File: src/rtl/tt_alu_accum_if.sv
// Operand/result handshake bundle for tt_alu_accum.
// The slave side is the ALU and the master side is the producer/consumer.
interface tt_alu_accum_if #(
    parameter int unsigned WIDTH     = 8,
    parameter int unsigned ACC_WIDTH = 16
) ();
    logic                 in_valid;
    logic                 in_ready;
    logic [WIDTH-1:0]     a;
    logic [WIDTH-1:0]     b;
    logic [2:0]           op;
    logic                 out_valid;
    logic                 out_ready;
    logic [WIDTH-1:0]     result;
    logic                 carry;
    logic                 zero;
    logic [ACC_WIDTH-1:0] acc;
    logic                 acc_ovf;

    modport master (
        output in_valid, a, b, op, out_ready,
        input  in_ready, out_valid, result, carry, zero, acc, acc_ovf
    );

    modport slave (
        input  in_valid, a, b, op, out_ready,
        output in_ready, out_valid, result, carry, zero, acc, acc_ovf
    );
endinterface

File: src/rtl/tt_alu_accum.sv
// Pipelined ALU with an accumulator: one-cycle latency, valid/ready on both sides.
// The result register is single-entry; in_ready opens whenever it is empty or being drained.
module tt_alu_accum #(
    parameter int unsigned WIDTH     = 8,
    parameter int unsigned ACC_WIDTH = 16
) (
    input  logic           clk,
    input  logic           rst,
    tt_alu_accum_if.slave  bus
);
    localparam int unsigned WW1 = WIDTH + 1;
    localparam int unsigned AW1 = ACC_WIDTH + 1;

    localparam logic [2:0] OP_ADD = 3'b000;
    localparam logic [2:0] OP_SUB = 3'b001;
    localparam logic [2:0] OP_AND = 3'b010;
    localparam logic [2:0] OP_XOR = 3'b011;
    localparam logic [2:0] OP_ACC = 3'b100;
    localparam logic [2:0] OP_CLR = 3'b101;

    logic [WIDTH-1:0]     r_result;
    logic                 r_carry;
    logic                 r_zero;
    logic                 r_out_valid;
    logic [ACC_WIDTH-1:0] r_acc;
    logic                 r_acc_ovf;

    logic                 w_in_ready;
    logic                 w_accept;
    logic [WW1-1:0]       w_sum;
    logic [AW1-1:0]       w_acc_sum;
    logic [WIDTH-1:0]     w_res;
    logic                 w_carry;
    logic                 w_acc_we;
    logic [ACC_WIDTH-1:0] w_acc_nxt;
    logic                 w_ovf_nxt;

    assign w_in_ready = !r_out_valid || bus.out_ready;
    assign w_accept   = bus.in_valid && w_in_ready;
    assign w_sum      = WW1'(bus.a) + WW1'(bus.b);
    assign w_acc_sum  = AW1'(r_acc) + AW1'(bus.a);

    // Opcode decode; PASS covers both unassigned encodings.
    always_comb begin
        w_res     = bus.a;
        w_carry   = 1'b0;
        w_acc_we  = 1'b0;
        w_acc_nxt = r_acc;
        w_ovf_nxt = r_acc_ovf;
        case (bus.op)
            OP_ADD: begin
                w_res   = w_sum[WIDTH-1:0];
                w_carry = w_sum[WIDTH];
            end
            OP_SUB: begin
                w_res   = bus.a - bus.b;
                w_carry = (bus.a < bus.b);
            end
            OP_AND: w_res = bus.a & bus.b;
            OP_XOR: w_res = bus.a ^ bus.b;
            OP_ACC: begin
                w_acc_we  = 1'b1;
                w_acc_nxt = w_acc_sum[ACC_WIDTH-1:0];
                w_ovf_nxt = r_acc_ovf | w_acc_sum[ACC_WIDTH];
                w_res     = w_acc_sum[WIDTH-1:0];
            end
            OP_CLR: begin
                w_acc_we  = 1'b1;
                w_acc_nxt = '0;
                w_ovf_nxt = 1'b0;
                w_res     = '0;
            end
            default: w_res = bus.a;
        endcase
    end

    // Output register and accumulator; a new accept wins over a plain pop.
    always_ff @(posedge clk) begin
        if (rst) begin
            r_out_valid <= 1'b0;
            r_result    <= '0;
            r_carry     <= 1'b0;
            r_zero      <= 1'b0;
            r_acc       <= '0;
            r_acc_ovf   <= 1'b0;
        end else begin
            if (w_accept) begin
                r_out_valid <= 1'b1;
                r_result    <= w_res;
                r_carry     <= w_carry;
                r_zero      <= (w_res == '0);
            end else if (r_out_valid && bus.out_ready) begin
                r_out_valid <= 1'b0;
            end
            if (w_accept && w_acc_we) begin
                r_acc     <= w_acc_nxt;
                r_acc_ovf <= w_ovf_nxt;
            end
        end
    end

    assign bus.in_ready  = w_in_ready;
    assign bus.out_valid = r_out_valid;
    assign bus.result    = r_result;
    assign bus.carry     = r_carry;
    assign bus.zero      = r_zero;
    assign bus.acc       = r_acc;
    assign bus.acc_ovf   = r_acc_ovf;
endmodule

File: src/flat_wrapper.sv
// flat-port wrapper written by rule: the top's interface ports become plain ports
module tt_alu_accum_flat 
#(
    parameter int unsigned WIDTH     = 8,
    parameter int unsigned ACC_WIDTH = 16
)
  (clk, rst, bus_in_valid, bus_a, bus_b, bus_op, bus_out_ready, bus_in_ready, bus_out_valid, bus_result, bus_carry, bus_zero, bus_acc, bus_acc_ovf);
  tt_alu_accum_if #(.WIDTH(WIDTH), .ACC_WIDTH(ACC_WIDTH)) bus_i ();
  input  logic clk;
  input  logic rst;
  input wire logic [$bits(bus_i.in_valid)-1:0] bus_in_valid;
  input wire logic [$bits(bus_i.a)-1:0] bus_a;
  input wire logic [$bits(bus_i.b)-1:0] bus_b;
  input wire logic [$bits(bus_i.op)-1:0] bus_op;
  input wire logic [$bits(bus_i.out_ready)-1:0] bus_out_ready;
  output wire logic [$bits(bus_i.in_ready)-1:0] bus_in_ready;
  output wire logic [$bits(bus_i.out_valid)-1:0] bus_out_valid;
  output wire logic [$bits(bus_i.result)-1:0] bus_result;
  output wire logic [$bits(bus_i.carry)-1:0] bus_carry;
  output wire logic [$bits(bus_i.zero)-1:0] bus_zero;
  output wire logic [$bits(bus_i.acc)-1:0] bus_acc;
  output wire logic [$bits(bus_i.acc_ovf)-1:0] bus_acc_ovf;
  assign bus_i.in_valid = bus_in_valid;
  assign bus_i.a = bus_a;
  assign bus_i.b = bus_b;
  assign bus_i.op = bus_op;
  assign bus_i.out_ready = bus_out_ready;
  assign bus_in_ready = bus_i.in_ready;
  assign bus_out_valid = bus_i.out_valid;
  assign bus_result = bus_i.result;
  assign bus_carry = bus_i.carry;
  assign bus_zero = bus_i.zero;
  assign bus_acc = bus_i.acc;
  assign bus_acc_ovf = bus_i.acc_ovf;
  tt_alu_accum #(.WIDTH(WIDTH), .ACC_WIDTH(ACC_WIDTH)) u_core (.clk(clk), .rst(rst), .bus(bus_i));
endmodule
File: config.mk
export PLATFORM = sky130hd
export DESIGN_NAME = tt_alu_accum_flat
export DESIGN_NICKNAME = d
export VERILOG_FILES = /design/src/rtl/tt_alu_accum_if.sv /design/src/rtl/tt_alu_accum.sv /design/src/flat_wrapper.sv
export SDC_FILE = /design/constraint.sdc
export NUM_CORES = 1
export LEC_CHECK = 0
export BUFFER_PORTS_ARGS = -buffer_cell sky130_fd_sc_hd__buf_4
export CORE_ASPECT_RATIO = 0.5
export CORE_MARGIN = 2
export CORE_UTILIZATION = 44
export DETAILED_ROUTE_END_ITERATION = 8
export PLACE_DENSITY = 0.72
export SYNTH_ARGS = -nofsm -noshare
export SYNTH_HDL_FRONTEND = slang
export SYNTH_SLANG_ARGS = --single-unit
File: constraint.sdc
create_clock -name clk -period 2.3 [get_ports clk]
set_input_delay 0.115 -clock clk [delete_from_list [all_inputs] [get_ports clk]]
set_output_delay 0.115 -clock clk [all_outputs]
set_load 0.1 [all_outputs]
After elaboration in Yosys (flattened, before gate mapping)
Index checks and enable logic that the tools add are counted.
{ "totals": {"ff_bits": 28, "output_inout_bits": 29} }
{ "op_classes": {"add_sub_neg": 3, "n_lt_le_gt_ge": 1, "eq_ne": 5, "mux": 7, "n_bitwise": 3, "reduce_logical": 11} }
{ "ops": {"columns": ["operator", "n"], "rows": [
  ["one-hot mux 8 bit (6 select lines)", 1],
  ["one-hot mux 16 bit (2 select lines)", 1],
  ["adder 16 x 8 -> 17 bit", 1],
  ["adder 8 x 8 -> 9 bit", 1],
  ["bitwise AND 8 bit", 1],
  ["zero test 8 bit", 1],
  ["less-than comparator 8 bit", 1],
  ["subtractor 8 bit", 1],
  ["bitwise XOR 8 bit", 1],
  ["equality test 3 x 2 -> 1 bit, second input constant", 2],
  ["equality test 3 bit, second input constant", 2],
  ["one-hot mux 1 bit (2 select lines)", 2],
  ["nonzero test 2 bit", 2],
  ["equality test 3 x 1 -> 1 bit, second input constant", 1],
  ["logical AND 1 bit", 3],
  ["zero test 3 bit", 1],
  ["two-way mux 1 bit", 3],
  ["AND reduction 2 bit", 1],
  ["OR reduction 2 bit", 1],
  ["zero test 1 bit", 1],
  ["logical OR 1 bit", 1],
  ["OR 1 bit", 1]
]} }

Logic depth before layout (Yosys ltp)
Gate-level depths: netlist of the first run.
{ "depth": {"ltp_word": 5, "mapped_depth": 10} }

Worst setup path before layout of the first run
OpenSTA, ideal clock, no wires.
{ "synth_path": {"path_type": "reg-to-reg", "start": "register u_core.r_acc[5], in the netlist u_core.bus.acc[5]", "end": "register u_core.r_zero, in the netlist u_core.bus.zero", "setup_time_ps": 84, "t_arrival_ps": 2917, "required_time_ps": 2216, "setup_slack_ps": -701, "path_stages_with_launch": 10, "path_buffers": 1, "period_less_slack_ps": 3001, "cell_sequence": "dfxtp_1 -> ha_1 -> buf_2 -> and3b_1 -> o31ai_2 -> o211ai_2 -> a2111o_1 -> o22ai_2 -> or3b_1 -> o31ai_2"} }
{ "synth_between": {"elab_chain_cells": 3} }
{ "synth_lines": {"columns": ["element", "line", "source"], "rows": [
  ["from (decl)", "tt_alu_accum.sv:25", "logic [ACC_WIDTH-1:0] r_acc;"],
  ["from (signal assigned)", "tt_alu_accum.sv:96", "r_acc <= w_acc_nxt;"],
  ["adder 16 x 8 -> 17 bit", "tt_alu_accum.sv:41", "assign w_acc_sum = AW1'(r_acc) + AW1'(bus.a);"],
  ["one-hot mux 8 bit (6 select lines)", "tt_alu_accum.sv:50", "case (bus.op)"],
  ["zero test 8 bit", "tt_alu_accum.sv:91", "r_zero <= (w_res == '0);"],
  ["to (signal assigned)", "tt_alu_accum.sv:91", null],
  ["to (decl)", "tt_alu_accum.sv:23", "logic r_zero;"]
]} }
Every way passes these cells.
A chain may end at the register's enable or synchronous reset.

Worst setup path after layout of the first run
{ "layout_path": {"start": "register u_core.r_acc[0], in the netlist u_core.bus.acc[0]", "end": "register u_core.r_zero, in the netlist u_core.bus.zero"} }
Same word-level chain as after synthesis.

==> results by group, run 1 <==
Route
  • ANT nets after route: 0
  • Via Count: ~3200
  • TritonRoute pass-1 iters: 5
  • DR iter-0 viols: approximately 280
  • WL/cell: between 15 and 20 um
  • Routed vias/inst: approximately 5.8
  • DRC: 0
  • Final wirelength: ~9000 um

Run
  • Max_cap viols: 0

Setup path
  • Startpoint Class: flop
  • CP Capture Type: flop
  • Crit path arrival time: 2.69 ns
  • Worst Path Max Fanout: 2
  • Worst Path Required: approximately 2.5 ns
  • Setup CP Type: reg2reg

Floorplan
  • Initial core utilization: 45.1%
  • Num rows: 20
  • Die W: 115 um
  • IO Count: 52
  • Die area: 0.00687 mm^2
  • Core area: 0.00603 mm^2
  • Die height: 59.6 um

Yosys
  • Synth warnings: 0
  • Area contributors post-synth: dfxtp_1 21%, ha_1 11%, a21oi_1 5.7%
  • Post-Synth Adder-Cell Area: between 10% and 20%
  • Number of synthesized register bits: 28
  • Post-Synthesis Cells: 359
  • Compound-Gate Fraction of Synth Area: 30.0%
  • Mux share of post-synthesis cell area: around 2.3%
  • Ys flop type: dfxtp_1
  • Mapped Nets: 409
  • Area leader, netlist: dfxtp_1
  • Post-Synthesis Cell Area: 0.00272 mm^2
  • Largest family of logic cells by synthesized area: compound AO/OA/AOI/OAI gates
  • Sequential share of the synthesized area: between 20% and 30%
  • Post-synth EDFFs: 0
  • Synth Area per Inst: 7.58 um^2
  • FFs w/ async S/R, synth: 0%
  • Post-synthesis cell type count: 66
  • Post-Synth XOR/XNOR Area: about 2.6%
  • Yosys top cell area share: between 20 and 25%
  • Post-synthesis simple-gate area fraction: around 24%

Global route
  • Gr ovfl total: 0
  • Routing usage on met2: between 40% and 50%
  • Initial antenna violation count: 0
  • Global Route met1 Usage: between 40% and 50%
  • Largest net degree at the start of global routing: 23
  • Vias in the first global route: roughly 2900
  • Global routing usage on met3: roughly 1.5%
  • GRT busiest layer: met2
  • First-pass GRT wire length: roughly 15000 um
  • Global-route usage over all layers: 27.1%

Run status
  • Outcome: finished, violations left
  • Violated checks: negative setup slack

Finish
  • Fill count: 520
  • Nets@finish: 518
  • Share of cells above drive strength 1: 35.3%
  • Final non-filler cell area: 0.00392 mm^2
  • Layout area overhead: 44.2%
  • Ant diodes: 0

Placement
  • Post-place setup slack: -0.269 ns
  • Buffers on Ports: slightly above 50
  • Post-DP Area: ~0.0037 mm^2
  • RePlAce Congestion: slightly below 1
  • Final HPWL DP: just over 7000 um

Power and ir drop
  • Final Power: roughly 1.7 mW
  • Pleak: 1.74 nW
  • VDD IR max: roughly 0.00028 V
  • Pwr per Cell Area: approximately 430 mW/mm^2

Clocking
  • Hold_buf cts: 0
  • Worst skew pair latency: 0.26 ns
  • CTS tree: built
  • Clock sink count: 28
  • CTS H-tree lvls: 1
  • Worst-path clk slew: about 0.070 ns
  • Root buf cell: clkbuf_16
  • Total CTS buffers: 3
  • Worst-case clock buffer depth: 2

Timing
  • Final setup fails: 7
  • Setup Skew: approximately 0.0046 ns
  • Slew @ Worst Pin: around 0.74 ns
  • Final slew viol count: 0
  • Setup tns final: -0.446 ns
  • Tmin final: 2.51 ns
  • Max-slew headroom: 50.4%
  • Unrepaired setup endpoints after global routing: true
  • Max Fclk: ~400 MHz
  • Final WS setup: -0.209 ns
  • Tcrit/Tclk final: 109%
  • Fin. Hold Viols: 0

Min path
  • Hold Path Class: in2reg
## worst max-delay path, stage by stage, from the launching register on
cell      delay, ns
dfxtp_4        0.35
ha_4           0.16
fa_2           0.35
a211oi_2       0.23
or4_4          0.17
o211ai_4       0.09
a2111o_1       0.31
o22ai_2        0.18
or3b_1         0.39
o31ai_2        0.17
## stage by stage
step | instances | util (%) | hold WS, ns
6_report | 555 | 65.0 | 0.111
2_1_floorplan | 359 | - | 0.237
3_5_place_dp | 548 | 61.6 | 0.387
3_3_place_gp | 548 | 61.6 | 0.381
4_1_cts | 553 | 63.4 | 0.112
5_1_grt | 555 | 65.0 | 0.112
## flip-flops by register name, indices dropped and copies added (netlist names)
signal and flops:
u_core.bus.acc_ovf 1, u_core.bus.zero 1, u_core.bus.result 8, u_core.bus.carry 1
u_core.bus.acc 16, u_core.bus.out_valid 1
## per-layer routing
layer	share of wire, %	vias to the layer above
li1	-	1540
met3	6.4	4
met5	0	-
met1	49	1518
met2	45	136
met4	0.34	0
## cells in the mapped netlist (all sizes together), types with 2 or more instances
master,count
a2111oi,3
o221ai,3
o21a,7
a211oi,7
nand4,2
nor2b,9
ha,24
nor2,37
o21bai,4
or2,3
xor2,4
and2,4
or3,5
a21o,3
buf,10
clkbuf,10
or3b,3
mux2,2
nor3b,4
nand2,20
a31oi,5
a21oi,31
inv,25
fa,3
o32ai,3
xnor2,4
a22oi,9
nand3,14
o31ai,3
o311ai,2
nor4,3
dfxtp,28
or4,4
a211o,2
o221a,2
o22ai,2
mux2i,4
nand2b,4
o21ai,17
nor3,12
a32oi,3
## cell type report
| type | instances | area (um^2) | area share [%] |
|---|---|---|---|
| Multi-Input combinational cell | 287 | 2110 | 53.8 |
| Timing Repair Buffer | 123 | 936 | 23.9 |
| Inverter | 25 | 93.8 | 2.39 |
| Tap cell | 88 | 110 | 2.81 |
| Clock buffer | 4 | 88.8 | 2.27 |
| Sequential cell | 28 | 584 | 14.9 |
## path summary, 6_finish.rpt
kind / from / cells after the start / slack (ns) / to
worst min-delay path: bus_in_valid / 3 / 0.11 / u_core.bus.out_valid
worst min register to register: u_core.bus.result[7] / 2 / 0.47 / u_core.bus.result[7]
worst max register to register: u_core.bus.acc[0] / 9 / -0.21 / u_core.bus.zero
worst max-delay path: u_core.bus.acc[0] / 9 / -0.21 / u_core.bus.zero
## power breakdown
part           internal [mW]  switching [mW]
sequential             0.497          0.0105
combinational          0.295           0.440
clock                  0.266           0.161
total                   1.06           0.612
## cells in the final DEF (no fill, tap or decap), types with 7 or more instances in the layout
master and instances:
dfxtp_1 19, nor2_1 36, o21a_1 7, nor3_1 12
nor2b_1 9, a22oi_1 9, inv_1 25, nand3_1 14
ha_1 22, o21ai_0 15, a21oi_1 28, buf_4 122
nand2_1 20
## logic make-up after synthesis
group	count (synthesis)
flip-flops	28
adder cells (fa/ha/maj)	27
buffers and inverters	45
AND/OR/NAND/NOR	129
XOR/XNOR	8
AO/OA/AOI/OAI	116
multiplexers	6
## repair_timing
item	in CTS	in global routing
gates resized for setup	2	18
gates cloned	1	0
pin swaps	5	7
setup buffers	0	2
endpoints found under the setup margin	9	16
(Power assumes the default switching activity.)
==> run 2: changes to the inputs <==
Settings changed: CORE_ASPECT_RATIO 0.5 to 0.75, CORE_UTILIZATION 44 to 31, PLACE_DENSITY 0.72 to 0.56.
==> results by group, run 2 (synthesis results as in run 1) <==
Floorplan
  • IO Count: 52
  • Initial core utilization: between 30% and 40%
  • Die height: between 80 and 90 um
  • Core area: about 0.0085 mm^2
  • Die W: 112 um
  • Num rows: 29
  • Die area: roughly 0.0095 mm^2

Finish
  • Ant diodes: 0
  • Max FFs per register: 16
  • Final Non-Filler Cells: between 500 and 600
  • Share of cells above drive strength 1: between 30% and 40%
  • Commonest non-fill, non-tap cell in the layout: buf_4
  • Final non-filler cell area: between 0.003 and 0.004 mm^2
  • Most frequent cells in the layout: 110 x buf_4, 37 x nor2_1, 29 x a21oi_1
  • Finished Core Util: ~45%
  • Layout area overhead: 41.0%
  • Nets@finish: around 510
  • Fill count: 901

Placement
  • Post-place setup slack: -0.261 ns
  • Inst Count DP: ~560
  • Buffers on Ports: 51
  • Post-DP Area: roughly 0.0036 mm^2
  • Final HPWL DP: roughly 7000 um
  • RePlAce Congestion: ~0.88

Global route
  • GRT busiest layer: met2
  • Initial antenna violation count: 0
  • Largest net degree at the start of global routing: 23
  • First-pass GRT wire length: ~14000 um
  • Global Route met1 Usage: roughly 28%
  • Gr ovfl total: 0
  • Routing usage on met2: about 29%
  • Global-route usage over all layers: a little under a fifth
  • Vias in the first global route: around 2800
  • Global routing usage on met3: around 3.6%

Min path
  • Hold depth: 3
  • Hold Path Class: in2reg
  • Hold Crit Start: bus_in_valid

Setup path
  • R2R Setup Slk: -0.13 ns
  • Startpoint Class: flop
  • Worst Path Max Fanout: 2
  • Worst Path Required: roughly 2.5 ns
  • Crit path arrival time: between 2 and 3 ns
  • Setup CP Type: reg2reg
  • CP Capture Type: flop
  • Worst r2r src: u_core.bus.acc[0]
  • Crit path launch: u_core.bus.acc[0]
  • R2R cell count: 9

Power and ir drop
  • Pleak: between 1.5 and 2 nW
  • Internal cell power: 1.12 mW
  • VDD IR max: approximately 0.00031 V
  • Clock power share: 30.5%
  • Pwr per Cell Area: between 400 and 500 mW/mm^2
  • Switch share: a little over a third
  • Gate power share: ~40%
  • Final Power: between 1.5 and 2 mW
  • Sw Pwr: approximately 0.61 mW
  • Flop pwr share: approximately 29%

Clocking
  • Worst-case clock buffer depth: 2
  • Worst skew pair latency: 0.27 ns
  • Root buf cell: clkbuf_16
  • CTS H-tree lvls: 1
  • Clock sink count: 28
  • Hold_buf cts: 0
  • Total CTS buffers: 3
  • CTS tree: built
  • Worst-path clk slew: around 0.070 ns

Route
  • WL/cell: ~16 um
  • DR iter-0 viols: between 200 and 300
  • ANT nets after route: 0
  • Via Count: between 3000 and 4000
  • TritonRoute pass-1 iters: 4
  • Final wirelength: 8870 um
  • Routed vias/inst: roughly 5.4
  • DRC: 0

Timing
  • Max-slew headroom: between 50 and 60%
  • Unrepaired setup endpoints after global routing: true
  • Setup Skew: between 0.002 and 0.003 ns
  • Fin. Hold Viols: 0
  • Tcrit/Tclk final: 106%
  • Max Fclk: ~400 MHz
  • Tmin final: about 2.4 ns
  • Final setup fails: 5
  • Final WS setup: -0.127 ns
  • Slew @ Worst Pin: approximately 0.63 ns
  • Final slew viol count: 0

Run status
  • Violated checks: negative setup slack
  • Outcome: finished, violations left

Run
  • Max_cap viols: 0
[run 2: cell types whose count changed in the layout (fill, tap and decap cells not counted), moves of 2 or more]
cell       change
buf_4         -12
a2111oi_2      -3
a2111oi_1      +2
a21oi_2        -2
o21ai_0        -2
[run 2: power groups by stage]
stage / clock (mW) / sequential [mW] / combinational (mW)
4_1_cts: 0.543 / 0.508 / 0.672
5_1_grt: 0.562 / 0.510 / 0.749
3_5_place_dp: 0 / 0.520 / 0.665
3_3_place_gp: 0 / 0.519 / 0.660
6_report: 0.526 / 0.508 / 0.692
2_1_floorplan: 0 / 0.637 / 0.315
[run 2: per-stage QoR]
step	hold slack, ns	setup TNS (ns)
6_report	0.0982	-0.340
5_1_grt	0.111	-0.962
4_1_cts	0.0952	-0.453
3_5_place_dp	0.384	-1.22
3_3_place_gp	0.382	-1.05
2_1_floorplan	0.237	-0.220
[run 2: repair_timing]
action | in CTS | in global routing
resized for setup | 3 | 17
setup buffers | 0 | 1
pin swaps | 6 | 5
gates cloned | 1 | 0
setup endpoints to repair | 10 | 14
[run 2: final timing paths]
kind,endpoint
min reg2reg,u_core.bus.result[7]
max,u_core.bus.zero
min,u_core.bus.out_valid
max reg2reg,u_core.bus.zero
[run 2: layout make-up]
| type | instances | area (um^2) | area share (%) |
|---|---|---|---|
| clock inverter | 1 | 30.0 | 0.783 |
| clock buffer | 3 | 75.1 | 1.96 |
| sequential | 28 | 584 | 15.2 |
| timing repair buffer | 110 | 826 | 21.5 |
| tap | 108 | 135 | 3.52 |
| multi-input combinational | 287 | 2090 | 54.5 |
| inverter | 25 | 93.8 | 2.45 |
[run 2: critical path: stages (launching register included)]
cell and delay, ns:
dfxtp_4 0.35, ha_4 0.16, fa_2 0.37, a211oi_4 0.26
or4_4 0.17, o211ai_2 0.09, a2111o_1 0.31, o22ai_2 0.10
or3b_1 0.37, o31ai_2 0.17
[run 2: layer usage]
metal	vias up	wire [um]
li1	1517	-
met5	-	0
met4	0	8
met3	2	506
met2	76	3840
met1	1433	4510
